===== config.mk =====
export PLATFORM = sky130hd
export DESIGN_NAME = reg_file_sb
export DESIGN_NICKNAME = d
export VERILOG_FILES = /design/src/rtl/reg_file_sb.sv
export SDC_FILE = /design/constraint.sdc
export NUM_CORES = 2
export LEC_CHECK = 0
export ABC_CLOCK_PERIOD_IN_PS = 5700
export BUFFER_PORTS_ARGS = -buffer_cell sky130_fd_sc_hd__buf_2
export CAP_MARGIN = 15
export CORE_MARGIN = 5
export CORE_UTILIZATION = 40
export CTS_CLUSTER_SIZE = 16
export DETAILED_ROUTE_END_ITERATION = 12
export GPL_TIMING_DRIVEN = 0
export SLEW_MARGIN = 20
export SYNTH_ARGS = -nofsm -noshare
export SYNTH_HDL_FRONTEND = slang
export SYNTH_SLANG_ARGS = --single-unit

===== constraint.sdc =====
create_clock -name clk -period 5.7 [get_ports clk]
set_input_delay 1.14 -clock clk [delete_from_list [all_inputs] [get_ports clk]]
set_output_delay 1.14 -clock clk [all_outputs]
set_load 0.005 [all_outputs]

===== src/rtl/reg_file_sb.sv =====
// Parametrised register file with two writeback ports, write-through bypass and
// a per-register busy scoreboard used by decode to stall hazarded reads.
module reg_file_sb #(
  parameter int DATA_W   = 32,
  parameter int ADDR_W   = 5,
  parameter int NUM_RD   = 2,
  parameter int ZERO_REG = 1
) (
  input  logic                     clk,
  input  logic                     SYS_reset_n,
  input  logic [NUM_RD*ADDR_W-1:0] rd_addr,
  output logic [NUM_RD*DATA_W-1:0] rd_data,
  output logic [NUM_RD-1:0]        rd_busy,
  input  logic                     wr_en,
  input  logic [ADDR_W-1:0]        wr_addr,
  input  logic [DATA_W-1:0]        wr_data,
  input  logic                     lw_en,
  input  logic [ADDR_W-1:0]        lw_addr,
  input  logic [DATA_W-1:0]        lw_data,
  input  logic                     issue_en,
  input  logic [ADDR_W-1:0]        issue_addr,
  output logic [ADDR_W:0]          busy_cnt,
  output logic                     err_collide,
  input  logic [ADDR_W-1:0]        dbg_addr,
  output logic [DATA_W-1:0]        dbg_data
);

  localparam int DEPTH = 2 ** ADDR_W;
  localparam bit ZR_EN = (ZERO_REG != 0);

  logic [DATA_W-1:0] mem_q [DEPTH];
  logic [DEPTH-1:0]  busy_q, busy_d;
  logic [ADDR_W:0]   cnt_q, cnt_d;
  logic              err_q, err_d;

  logic wr_ok_s, lw_ok_s, issue_ok_s, collide_s, set_new_s, clr_old_s;

  // Qualify write/issue requests: writes and busy marks to a hardwired r0 are dropped.
  always_comb begin
    wr_ok_s    = wr_en && !(ZR_EN && (wr_addr == '0));
    lw_ok_s    = lw_en && !(ZR_EN && (lw_addr == '0));
    issue_ok_s = issue_en && !(ZR_EN && (issue_addr == '0));
    collide_s  = wr_ok_s && lw_ok_s && (wr_addr == lw_addr);
  end

  // Scoreboard next state; the set term is OR-ed last so a new producer wins over a clear.
  always_comb begin
    busy_d = '0;
    for (int i = 0; i < DEPTH; i++) begin
      busy_d[i] = (issue_ok_s && (issue_addr == ADDR_W'(i))) ||
                  (busy_q[i] && !(lw_en && (lw_addr == ADDR_W'(i))));
    end
    set_new_s = issue_ok_s && !busy_q[issue_addr];
    clr_old_s = lw_en && busy_q[lw_addr] && !(issue_ok_s && (issue_addr == lw_addr));
    cnt_d     = cnt_q + {{ADDR_W{1'b0}}, set_new_s} - {{ADDR_W{1'b0}}, clr_old_s};
    err_d     = err_q | collide_s;
  end

  // Scoreboard, busy population and sticky collision flag.
  always_ff @(posedge clk or negedge SYS_reset_n) begin
    if (!SYS_reset_n) begin
      busy_q <= '0;
      cnt_q  <= '0;
      err_q  <= 1'b0;
    end else begin
      busy_q <= busy_d;
      cnt_q  <= cnt_d;
      err_q  <= err_d;
    end
  end

  // Register array; on a same-address collision the main port's data is kept.
  always_ff @(posedge clk or negedge SYS_reset_n) begin
    if (!SYS_reset_n) begin
      for (int i = 0; i < DEPTH; i++) begin
        mem_q[i] <= '0;
      end
    end else begin
      if (wr_ok_s) begin
        mem_q[wr_addr] <= wr_data;
      end
      if (lw_ok_s && !collide_s) begin
        mem_q[lw_addr] <= lw_data;
      end
    end
  end

  for (genvar g = 0; g < NUM_RD; g++) begin : g_rd
    logic [ADDR_W-1:0] ra_s;
    logic [DATA_W-1:0] rdat_s;

    assign ra_s = rd_addr[g*ADDR_W +: ADDR_W];

    // Read mux with write-through bypass, main port taking priority over long-latency.
    always_comb begin
      if (ZR_EN && (ra_s == '0)) begin
        rdat_s = '0;
      end else if (wr_en && (wr_addr == ra_s)) begin
        rdat_s = wr_data;
      end else if (lw_en && (lw_addr == ra_s)) begin
        rdat_s = lw_data;
      end else begin
        rdat_s = mem_q[ra_s];
      end
    end

    assign rd_data[g*DATA_W +: DATA_W] = rdat_s;
    assign rd_busy[g] = busy_q[ra_s] & ~(lw_en & (lw_addr == ra_s));
  end

  assign busy_cnt    = cnt_q;
  assign err_collide = err_q;
  assign dbg_data    = mem_q[dbg_addr];

endmodule


Word-level counts from Yosys, hierarchy flattened
Index checks and enable logic that the tools add are counted.
{ "totals": {"register_bits": 1063, "in_bits": 99, "out_inout_bits": 105} }
{ "op_classes": {"addsub": 2, "magnitude_cmp": 11, "n_eq_ne": 68, "mux": 31, "n_bitwise": 12, "n_reduce_logical": 187} }
{ "ops": {"columns": ["op", "count"], "rows": [
  ["$bwmux 1024", 2],
  ["$mux 1024", 2],
  ["$bmux 32 s5", 3],
  ["$mux 32", 14],
  ["$demux 32 s5", 2],
  ["$eq 5x5->1 const B", 32],
  ["$logic_and 1x1->1", 112],
  ["$eq 5x4->1 const B", 16],
  ["$eq 5x3->1 const B", 8],
  ["$logic_not 1->1", 38],
  ["$logic_or 1x1->1", 32],
  ["$eq 5x5->1", 6],
  ["$ge 6x6->1 const B", 5],
  ["$not 5->6", 5],
  ["$logic_not 5->1", 5],
  ["$lt 5x6->1 const B", 4],
  ["$bmux 1 s5", 4],
  ["$eq 5x2->1 const B", 4],
  ["$lt 6x1->1 const B", 2],
  ["$eq 5x1->1 const B", 2],
  ["$add 6x1->6", 1],
  ["$sub 6x1->6", 1],
  ["$and 1x1->1", 4],
  ["$mux 1", 4],
  ["2 further kinds", 3]
]} }

Logic depth before layout (Yosys ltp)
{ "depth": {"depth_word": 9, "ltp_mapped": 17} }

Worst setup path before layout
OpenSTA, ideal clock, no wires.
{ "synth_timing": {"path_type": "in2out", "start": "input port dbg_addr[0]", "end": "output port dbg_data[0]", "arrival_time_ns": 3.356, "t_required_ns": 4.560, "path_slack_ns": 1.204, "stages": 6, "cell_sequence": "clkbuf_1 buf_2 buf_1 mux4_2 mux4_2 mux2_2"} }
{ "synth_via": {"elab_chain_len": 4} }
{ "synth_lines": {"columns": ["item", "line_no", "rtl"], "rows": [
  ["from (decl)", "24", "input logic [ADDR_W-1:0] dbg_addr,"],
  ["$not 5->6 (not written as such)", "113", "assign dbg_data = mem_q[dbg_addr];"],
  ["$bmux 32 s5", "113", null],
  ["$mux 32 (not written as such) (2 in a row)", "113", null],
  ["to (decl)", "25", "output logic [DATA_W-1:0] dbg_data"]
]} }
Every way passes these cells. The select of a mux whose other input is x is not followed.

Worst setup path in the final report
{ "layout_timing": {"start": "input port rd_addr[7]", "end": "output port rd_data[32]"} }
{ "layout_via": {"elab_chain_len": 7, "elab_cells_between_ends": 12, "classes_between": "eq/ne: 2; mux: 6; bitwise: 1; reduce/logical: 3"} }
{ "layout_lines": {"columns": ["item", "line_no", "rtl"], "rows": [
  ["from (decl)", "11", "input logic [NUM_RD*ADDR_W-1:0] rd_addr,"],
  ["$not 5->6 (not written as such)", "103", "rdat_s = mem_q[ra_s];"],
  ["$bmux 32 s5", "103", null],
  ["$mux 32 (not written as such) (2 in a row)", "103", null],
  ["$mux 32", "100", "end else if (lw_en && (lw_addr == ra_s)) begin"],
  ["$mux 32", "98", "end else if (wr_en && (wr_addr == ra_s)) begin"],
  ["$mux 32 (*)", "96", "if (ZR_EN && (ra_s == '0)) begin"],
  ["to (decl)", "12", "output logic [NUM_RD*DATA_W-1:0] rd_data,"]
]} }
Every way passes the cells marked *; elsewhere a longest branch is shown, timed or not. The select of a mux whose other input is x is not followed.

==> metrics.txt <==
clock skew 0.0125 ns; PortBufs between 150 and 200; main area contributors after synthesis dfrtp_1 (35%), mux4_2 (27%), mux2i_1 (15%); fmax 167 MHz; Fillers 17.7k; Comb pwr share about a third; antenna violations before repair 30; most frequent cell after synthesis mux2i_1; Mapped Area about 76000 µm²; EDFF count, synth 0; Flop pwr share about 38%; total number of vias between 60k and 70k; Tcrit/Tclk final 105%; routability cong. 1.07; LEAKAGE between 30 and 40 nW; GRT Overall Usage between 40% and 50%; syn avg cell area approximately 11 µm²; Syn Nets 6826; crit-path max FO 10; cts bufs inserted between 100 and 150; die height about 450 µm; Multi-input gate area 46100 µm²; CP arrival between 4 and 5 ns; per-cell routed wire length 42.7 µm; max-cap viol count 0; Vias/cell just under 7; wire length on met2 around 170000 µm; Post-synth ARST share 100%; Clk Latency, worst-skew pair between 0.8 and 0.9 ns; status finished with violations; area grow syn2layout 12.8%; Peak VDD IR between 300 and 400 µV; RSZ-0062 raised after global routing no; Total Routed Length 414000 µm; CTS tree done; Initial Util roughly 40%; crit path kind in -> out; root buffer cell clkbuf_16; commonest register cell after synthesis dfrtp_1; met3 WL post-DR 58600 µm; Post-Route M1 WL roughly 150000 µm; drt drc 0; fin crit period ~6 ns; Sw Ratio 37.6%; Post-synth top cells mux2i_1 (1128), dfrtp_1 (1063), mux4_2 (920), clkbuf_1 (597), nor2_1 (558); hold crit path type in -> async; first-pass GRT wire length around 550000 µm; Core Box Area between 150000 and 200000 µm²; largest area contributor in the netlist dfrtp_1; DIE AREA approximately 200000 µm²; clock tree buffer depth 3; Cells after Synth 6720; Synthesis Warnings 0; crit path capture type output pin; Slew @ Worst Pin between 1 and 1.5 ns; Storage cell area roughly 27000 µm²; Row Count between 150 and 200; largest net degree at the start of global routing ~140; Final Hold Fails 0; Layout Nets 7157; antenna-violating nets left 0; final hold slack roughly 0.22 ns; setup TNS -4.59 ns; clock slew at reported path FFs roughly 0.060 ns; Seq/Total Area, Yosys 34.9%; Max Used Layer met5; failing checks setup timing; # IOs 204; post-synth cell types 64; Int Pwr a little under 20 mW; total grt overflow 0; Rel. slew slack 14.3%; post-synthesis register bit count between 1k and 1.5k; vias in the first global route approximately 64k; pwr/cell area 371 nW/µm²; htree depth 4; layout cells sized above 1 approximately 24%; clock sink total approximately 1.1k; # setup viols final just under 60; sw power between 10 and 15 mW; startpoint types primary input; final setup margin -0.284 ns; Hold Buf Count CTS 0; DR pass1 iterations 8; Worst Path Required approximately 4.6 ns; Detailed Route Iter0 Violations around 11k; Synth top area share a little over a third; clock share of power about 28%; fin. max-slew vios 0; width of the die roughly 450 µm; Post-DP HPWL approximately 330000 µm
[power by group through the flow]
stage               clock network (mW)  logic [mW]  registers, mW
floorplan                            0        6.53           10.9
global placement                     0        9.88           11.8
detailed placement                   0        10.1           12.0
CTS                               9.07        10.2           11.9
global route                      9.35        11.0           12.3
finish                            9.06        10.7           12.1
[state kept, by name (all words and copies together), names as in the netlist]
name         count
mem_q         1024
busy_q          32
busy_cnt         6
err_collide      1
[worst max-delay path, cell delays in order]
cell and delay [ns]:
buf_2 0.14, clkbuf_2 0.54, buf_2 0.51, buf_4 0.48, buf_2 0.56, mux4_2 0.43
inv_1 0.07, o221ai_1 0.69, buf_2 0.25
[through the flow]
step | area (µm²) | total power [mW] | util (%) | std cells | setup slack [ns]
3_3_place_gp | 80200 | 21.7 | 42.2 | 9390 | -21.62
3_5_place_dp | 81000 | 22.1 | 42.7 | 9426 | -1.18
2_1_floorplan | 76200 | 17.5 | - | 6720 | 1.20
6_report | 86000 | 31.9 | 45.3 | 9689 | -0.284
4_1_cts | 85800 | 31.1 | 45.2 | 9658 | 0.000522
5_1_grt | 85900 | 32.6 | 45.3 | 9665 | 0.00544
[cell type report]
cell class                      count  area share [%]
Multi-Input combinational cell   4769            53.6
Sequential cell                  1063            30.9
Buffer                            862            4.62
Clock buffer                      190            4.58
Tap cell                         2511            3.65
Timing Repair Buffer              197            1.73
Clock inverter                     40           0.658
Inverter                           24           0.105
Antenna cell                       33          0.0960
[path summary, 6_finish.rpt]
| check | startpoint | endpoint | slack (ns) | depth (start not counted) |
|---|---|---|---|---|
| max | rd_addr[7] | rd_data[32] | -0.28 | 9 |
| min | SYS_reset_n | mem_q[35] | 0.22 | 1 |
| max reg2reg | busy_q[7] | busy_cnt[4] | 2.26 | 12 |
| min reg2reg | mem_q[997] | mem_q[997] | 0.50 | 1 |
| max in group asynchronous | SYS_reset_n | mem_q[981] | 3.30 | 4 |
| min in group clk | mem_q[997] | mem_q[997] | 0.50 | 1 |
[layer usage]
| metal | track usage [%] | vias to the layer above |
|---|---|---|
| met4 | 28.3 | 8 |
| met3 | 18.0 | 1236 |
| li1 | - | 26100 |
| met2 | 57.2 | 5329 |
| met5 | 0.513 | - |
| met1 | 50.0 | 34600 |
[cell usage in the layout (no fill, tap or decap), types with 12 or more instances in the layout]
cell type | synthesis | layout
o22ai_1 | 14 | 12
clkbuf_4 | 0 | 16
o21ai_0 | 531 | 522
nand3_1 | 48 | 48
o2111ai_2 | 9 | 15
inv_1 | 24 | 24
a2111oi_4 | 15 | 15
nor2b_1 | 44 | 44
clkbuf_16 | 0 | 140
nand2_1 | 544 | 544
clkbuf_2 | 10 | 77
and3_1 | 18 | 18
nand4_1 | 42 | 42
xor2_1 | 16 | 16
a22o_1 | 20 | 20
xnor2_1 | 18 | 18
buf_2 | 155 | 314
diode_2 | 0 | 33
a21oi_1 | 544 | 540
a221oi_1 | 15 | 15
buf_6 | 19 | 39
buf_1 | 73 | 20
mux4_2 | 920 | 920
nor3_1 | 13 | 12
o221ai_1 | 18 | 12
mux2_2 | 37 | 37
o21ai_1 | 63 | 68
mux2i_1 | 1128 | 1121
a32oi_1 | 31 | 31
buf_4 | 9 | 39
dfrtp_1 | 1063 | 1063
nor2_1 | 558 | 556
a22oi_1 | 12 | 12
clkbuf_1 | 597 | 551
buf_16 | 0 | 13
clkbuf_8 | 0 | 25
[cells by family (layout without fill, tap and decap cells)]
kind of cell / after synthesis / after routing / synth area share (%)
and+or+nand+nor: 1319 / 1319 / 7.18
muxes: 2085 / 2085 / 42.5
AOI/OAI and AO/OA: 1324 / 1324 / 9.97
DFF: 1063 / 1063 / 34.9
other: 0 / 33 / 0
xor gates and xnor gates: 34 / 34 / 0.391
buffers and inverters: 888 / 1313 / 4.89
adders and majority gates: 7 / 7 / 0.125
[what timing repair did]
action	4_1_cts	5_1_grt
gates cloned	0	0
pin swaps	1	0
setup endpoints to repair	75	59
setup buffers	2	0
resized for setup	96	56
No activity file was read; power rests on OpenSTA's default activity.
